$ cat src/rtl/rf_pkg.sv
`default_nettype none
// ============================================================================
//  Module      : rf_pkg
//  Description : Shared widths and the writeback request record used by the
//                register-file write queue and its bypass lookup logic.
//  Revision    : 1.0  initial release
// ============================================================================
package rf_pkg;

    localparam int RF_ADDR_W   = 5;
    localparam int RF_DATA_W   = 32;
    localparam int RF_NUM_REGS = 32;

    // Width of one flattened queue entry {addr, data}.
    localparam int RF_WB_W     = RF_ADDR_W + RF_DATA_W;

    typedef struct packed {
        logic [RF_ADDR_W-1:0] addr;
        logic [RF_DATA_W-1:0] data;
    } wb_req_t;

endpackage : rf_pkg
`default_nettype wire

$ cat src/rtl/rf_wq_match.sv
`default_nettype none
// ============================================================================
//  Module      : rf_wq_match
//  Description : One bypass lookup port. Searches every occupied queue entry
//                for a non-zero register index and returns the data of the
//                youngest matching entry.
//  Ports       : entries_i  flattened queue storage, entry i at slice i
//                head_i     index of the oldest occupied entry
//                count_i    number of occupied entries
//                addr_i     register index to look up
//                hit_o      a pending value exists for addr_i
//                data_o     youngest pending value, 0 when no hit
//  Revision    : 1.0  initial release
// ============================================================================
module rf_wq_match
    import rf_pkg::*;
#(
    parameter int DEPTH = 4
) (
    input  logic [DEPTH*RF_WB_W-1:0]   entries_i,
    input  logic [$clog2(DEPTH)-1:0]   head_i,
    input  logic [$clog2(DEPTH):0]     count_i,
    input  logic [RF_ADDR_W-1:0]       addr_i,
    output logic                       hit_o,
    output logic [RF_DATA_W-1:0]       data_o
);

    localparam int PTR_W = $clog2(DEPTH);
    localparam int CNT_W = PTR_W + 1;

    wb_req_t [DEPTH-1:0] w_entries;
    logic    [PTR_W-1:0] w_idx;

    assign w_entries = entries_i;

    // Walk entries from oldest to youngest; a later match overrides an
    // earlier one, so the final value is the youngest match.
    always_comb begin
        hit_o  = 1'b0;
        data_o = '0;
        w_idx  = '0;
        for (int k = 0; k < DEPTH; k++) begin
            w_idx = head_i + PTR_W'(k);
            if ((CNT_W'(k) < count_i) && (addr_i != '0) &&
                (w_entries[w_idx].addr == addr_i)) begin
                hit_o  = 1'b1;
                data_o = w_entries[w_idx].data;
            end
        end
    end

endmodule : rf_wq_match
`default_nettype wire

$ cat src/rtl/rf_write_queue.sv
`default_nettype none
// ============================================================================
//  Module      : rf_write_queue
//  Description : In-order writeback FIFO in front of the single write port of
//                the 32x32 register file. Accepts requests over valid/ready,
//                retires at most one per cycle, and optionally exposes two
//                bypass lookup ports over the pending entries.
//  Config      : RF_WQ_BYPASS_EN  defined   -> lookup logic implemented
//                                 undefined -> lookup outputs tied to 0
//  Ports       : clk_i, rst_ni            clock, async active-low reset
//                in_valid_i/in_ready_o    request handshake
//                in_addr_i/in_data_i      request payload (addr 0 discarded)
//                rf_stall_i               hold the head entry
//                rf_we_o/rf_waddr_o/rf_wdata_o  register-file write port
//                lookupN_addr_i/hit_o/data_o    bypass lookups (N = 1, 2)
//                count_o                  occupied entries
//  Revision    : 1.0  initial release
// ============================================================================
module rf_write_queue
    import rf_pkg::*;
#(
    parameter int DEPTH = 4
) (
    input  logic                       clk_i,
    input  logic                       rst_ni,
    input  logic                       in_valid_i,
    output logic                       in_ready_o,
    input  logic [RF_ADDR_W-1:0]       in_addr_i,
    input  logic [RF_DATA_W-1:0]       in_data_i,
    input  logic                       rf_stall_i,
    output logic                       rf_we_o,
    output logic [RF_ADDR_W-1:0]       rf_waddr_o,
    output logic [RF_DATA_W-1:0]       rf_wdata_o,
    input  logic [RF_ADDR_W-1:0]       lookup1_addr_i,
    input  logic [RF_ADDR_W-1:0]       lookup2_addr_i,
    output logic                       lookup1_hit_o,
    output logic                       lookup2_hit_o,
    output logic [RF_DATA_W-1:0]       lookup1_data_o,
    output logic [RF_DATA_W-1:0]       lookup2_data_o,
    output logic [$clog2(DEPTH):0]     count_o
);

    localparam int PTR_W = $clog2(DEPTH);
    localparam int CNT_W = PTR_W + 1;
    localparam logic [CNT_W-1:0] c_depth = CNT_W'(DEPTH);

    logic [PTR_W-1:0]    head_q, head_d;
    logic [PTR_W-1:0]    tail_q, tail_d;
    logic [CNT_W-1:0]    count_q, count_d;
    wb_req_t [DEPTH-1:0] mem_q, mem_d;

    logic    w_push;
    logic    w_pop;
    logic    w_empty;
    wb_req_t w_head;

    assign w_empty = (count_q == '0);
    assign w_head  = mem_q[head_q];

    // Full queue never accepts, even when the head retires this cycle.
    // rst_ni is folded in so the handshake is closed during reset.
    assign in_ready_o = rst_ni && (count_q < c_depth);

    // Address 0 completes the handshake but never allocates an entry.
    assign w_push = in_valid_i && in_ready_o && (in_addr_i != '0);

    assign rf_we_o    = !w_empty && !rf_stall_i;
    assign w_pop      = rf_we_o;
    assign rf_waddr_o = w_empty ? '0 : w_head.addr;
    assign rf_wdata_o = w_empty ? '0 : w_head.data;
    assign count_o    = count_q;

    always_comb begin
        head_d  = head_q;
        tail_d  = tail_q;
        count_d = count_q;
        mem_d   = mem_q;

        if (w_push) begin
            mem_d[tail_q] = '{addr: in_addr_i, data: in_data_i};
            tail_d        = tail_q + 1'b1;
        end

        if (w_pop) begin
            head_d = head_q + 1'b1;
        end

        unique case ({w_push, w_pop})
            2'b10:   count_d = count_q + 1'b1;
            2'b01:   count_d = count_q - 1'b1;
            default: count_d = count_q;
        endcase
    end

    always_ff @(posedge clk_i or negedge rst_ni) begin
        if (!rst_ni) begin
            head_q  <= '0;
            tail_q  <= '0;
            count_q <= '0;
        end else begin
            head_q  <= head_d;
            tail_q  <= tail_d;
            count_q <= count_d;
        end
    end

    // Payload storage is deliberately left out of reset; occupancy is
    // tracked entirely by count_q, so stale contents are never observable.
    always_ff @(posedge clk_i) begin
        mem_q <= mem_d;
    end

`ifdef RF_WQ_BYPASS_EN
    generate
        if (1) begin : g_bypass
            rf_wq_match #(
                .DEPTH     (DEPTH)
            ) u_match1 (
                .entries_i (mem_q),
                .head_i    (head_q),
                .count_i   (count_q),
                .addr_i    (lookup1_addr_i),
                .hit_o     (lookup1_hit_o),
                .data_o    (lookup1_data_o)
            );

            rf_wq_match #(
                .DEPTH     (DEPTH)
            ) u_match2 (
                .entries_i (mem_q),
                .head_i    (head_q),
                .count_i   (count_q),
                .addr_i    (lookup2_addr_i),
                .hit_o     (lookup2_hit_o),
                .data_o    (lookup2_data_o)
            );
        end
    endgenerate
`else
    // Lookup ports stay on the boundary so both builds share one interface.
    logic w_unused_lookup;
    assign w_unused_lookup = ^{lookup1_addr_i, lookup2_addr_i};

    assign lookup1_hit_o  = 1'b0;
    assign lookup2_hit_o  = 1'b0;
    assign lookup1_data_o = '0;
    assign lookup2_data_o = '0;
`endif

endmodule : rf_write_queue
`default_nettype wire

$ cat config.mk
export PLATFORM = sky130hd
export DESIGN_NAME = rf_write_queue
export DESIGN_NICKNAME = d
export VERILOG_FILES = /design/src/rtl/rf_pkg.sv /design/src/rtl/rf_wq_match.sv /design/src/rtl/rf_write_queue.sv
export SDC_FILE = /design/constraint.sdc
export NUM_CORES = 1
export LEC_CHECK = 0
export ABC_AREA = 1
export CORE_MARGIN = 1
export CORE_UTILIZATION = 55
export DETAILED_ROUTE_END_ITERATION = 6
export GPL_TIMING_DRIVEN = 0
export PLACE_DENSITY = 0.93
export SYNTH_ARGS = -nofsm -noshare
export SYNTH_HDL_FRONTEND = slang
export SYNTH_HIERARCHICAL = 1
export SYNTH_SLANG_ARGS = --single-unit
export TNS_END_PERCENT = 10
$ cat constraint.sdc
create_clock -name clk_i -period 4.8 [get_ports clk_i]
set_input_delay 0.48 -clock clk_i [delete_from_list [all_inputs] [get_ports clk_i]]
set_output_delay 0.48 -clock clk_i [all_outputs]
set_load 0.1 [all_outputs]
==> metrics.txt <==
n_diodes=0; Slowest cell on crit path=clkdlybuf4s50_1; arrival time worst endpoint=2.91 ns; Crit Path Class=flop to primary output; Hold Crit Class=input port to asynchronous set/reset pin; Via-to-Cell Ratio=4.68; CTS tree=done; Initial Util=57.0%; via count=5000; antenna violations before repair=0; post-CTS setup buffer count=0; CP max FO=10; post-synthesis sequential area ratio=63.7%; Reg area=4620 µm²; Num CTS Buffers=17; Post-Place Setup Slack=1.67 ns; R2R depth=6; clk_skew=0.00934 ns; Critical Path Sink Type=primary output; Die ar.=13700 µm²; Worst Path Buf+Inv=3; Reg2Reg Launch Point=count_o[2]$_DFFE_PN0P_; IO Pins=159; share of post-route cells with drive strength above 1=14.0%; final hold vios=0; reg2reg setup slack=2.43 ns; Die Ht=117 µm; Bufs on Longest Clock Path=2; DRT Pass-1 Iters=6; grt ovf=0; P&R area growth vs syn=27.1%; Yosys cell types=19; Core Area=12700 µm²; Max Cap Viol=0; most frequent cells in the layout=inv_1 (165), nand2_1 (164), edfxtp_1 (148); DR iter-0 viols=351; CTS Sinks=155; Max Freq=295 MHz; CP peak stage delay=1.19 ns; post-DR wirelength/cell=14.7 µm; fin. max-slew vios=0; cts hold-fix bufs=0; row cnt=41; commonest non-fill, non-tap cell in the layout=inv_1; worst path required time=4.32 ns; minimum clock period=3.39 ns; Largest delay share family, worst path=buffers and inverters; FF-to-FF End=mem_q[96]$_DFFE_PP_; WL final=15700 µm; PostCTS Resize Cnt=0; Tot GR Track Use=24.7%; largest net degree at the start of global routing=29; Gate Count Post-Synth=715; Final period util=70.6%; measured slew at the worst slew-check pin=1.01 ns; Most common cell on crit path=buf_2; RSZ-0062 raised after global routing=false; startpoint types=flop; H-tree Lvls=4; Worst-Skew Late Latency=0.42 ns; Detail Placement HPWL=10400 µm; Horiz. Die Dim=117 µm; number of synthesis warnings=6; multi-input logic area=1620 µm²; first-pass GRT wire length=24400 µm; Final ANT Viol Nets=0; number of synthesized register bits=155; PortBufs=82; Worst-path clk slew=0.06 ns; crit-path cells=buf_2 > buf_2 > nand3_1 > a21oi_1 > clkdlybuf4s50_1; fillers=823; Mapped Area=7250 µm²; drc violations=0; outcome=completed; clock root cell=clkbuf_16; routability cong.=0.779; Max-slew headroom=32.5%; vias in the first global route=5029; mean post-synth cell area=10.1 µm²; Setup WS post-layout=1.41 ns; NumNets Final=942; Finish-stage setup viols=0
==> routing by layer <==
metal / share of wire, % / vias to the layer above / global-route usage [%]
li1: - / 2453 / -
met1: 38 / 2281 / 28.4
met2: 52 / 240 / 44.4
met3: 8.0 / 26 / 5.36
met4: 1.6 / 0 / 11.4
met5: 0 / - / 0
==> through the flow <==
stage          setup TNS (ns)  area [µm²]  hold slack, ns  util, %  cells
2_1_floorplan               0        7500           0.184        -    780
3_3_place_gp            -4.82        8530           0.490     67.1   1034
3_5_place_dp                0        8660           0.513     68.1   1038
4_1_cts                     0        9220           0.354     72.5   1069
5_1_grt                     0        9220           0.368     72.5   1069
6_report                    0        9220           0.355     72.5   1069
==> how the worst max path moves through the flow <==
stage	to	startpoint	cells past startpoint	slack (ns)
2_1_floorplan	rf_waddr_o[0]	count_o[0]$_DFFE_PN0P_	5	1.34
3_3_place_gp	mem_q[1]$_DFFE_PP_	rst_ni	5	-0.09
3_5_place_dp	mem_q[107]$_DFFE_PP_	rst_ni	6	1.67
4_1_cts	rf_wdata_o[14]	head_q[1]$_DFFE_PN0P_	5	1.41
5_1_grt	rf_wdata_o[14]	head_q[1]$_DFFE_PN0P_	5	1.32
6_report	rf_wdata_o[14]	head_q[1]$_DFFE_PN0P_	5	1.41
==> registers in the layout, indices dropped and copies added (netlist names) <==
| name | flops |
|---|---|
| count_o | 3 |
| head_q | 2 |
| tail_q | 2 |
| mem_q | 148 |
==> logic make-up (layout without fill, tap and decap cells) <==
group                      after synthesis  after routing  share of synthesized area [%]
adders and majority gates                6              6                           1.14
xor gates and xnor gates                 2              2                          0.242
buffers and inverters                  261            378                           17.8
AOI/OAI and AO/OA                       39             39                           2.69
and+or+nand+nor                        251            251                           14.4
other                                    1             66                         0.0517
DFF                                    155            155                           63.7
==> area by class of cell <==
class | instances | share of cell area [%]
Buffer | 93 | 7.18
Clock buffer | 18 | 4.66
Clock inverter | 13 | 1.40
Inverter | 168 | 6.84
Multi-Input combinational cell | 364 | 17.5
Sequential cell | 155 | 50.1
Tap cell | 172 | 2.33
Timing Repair Buffer | 86 | 9.94
==> synth_stat cells <==
master,instances,area (µm²)
buf_1,1,3.75
ha_1,5,62.6
buf_2,13,65.1
edfxtp_1,148,4440
xnor2_1,2,17.5
dfrtp_1,7,175
nand2_1,164,616
buf_6,5,56.3
inv_2,3,11.3
nand4_1,1,6.26
clkbuf_1,5,18.8
inv_1,165,619
buf_4,69,518
a21oi_1,37,185
nand3_1,79,395
o21ai_0,2,10.0
nor2_1,7,26.3
fa_1,1,20.0
conb_1,1,3.75
Power is left out: the tool's default activity adds up to more than one toggle a clock period on the data nets, which glitch-free logic cannot reach.
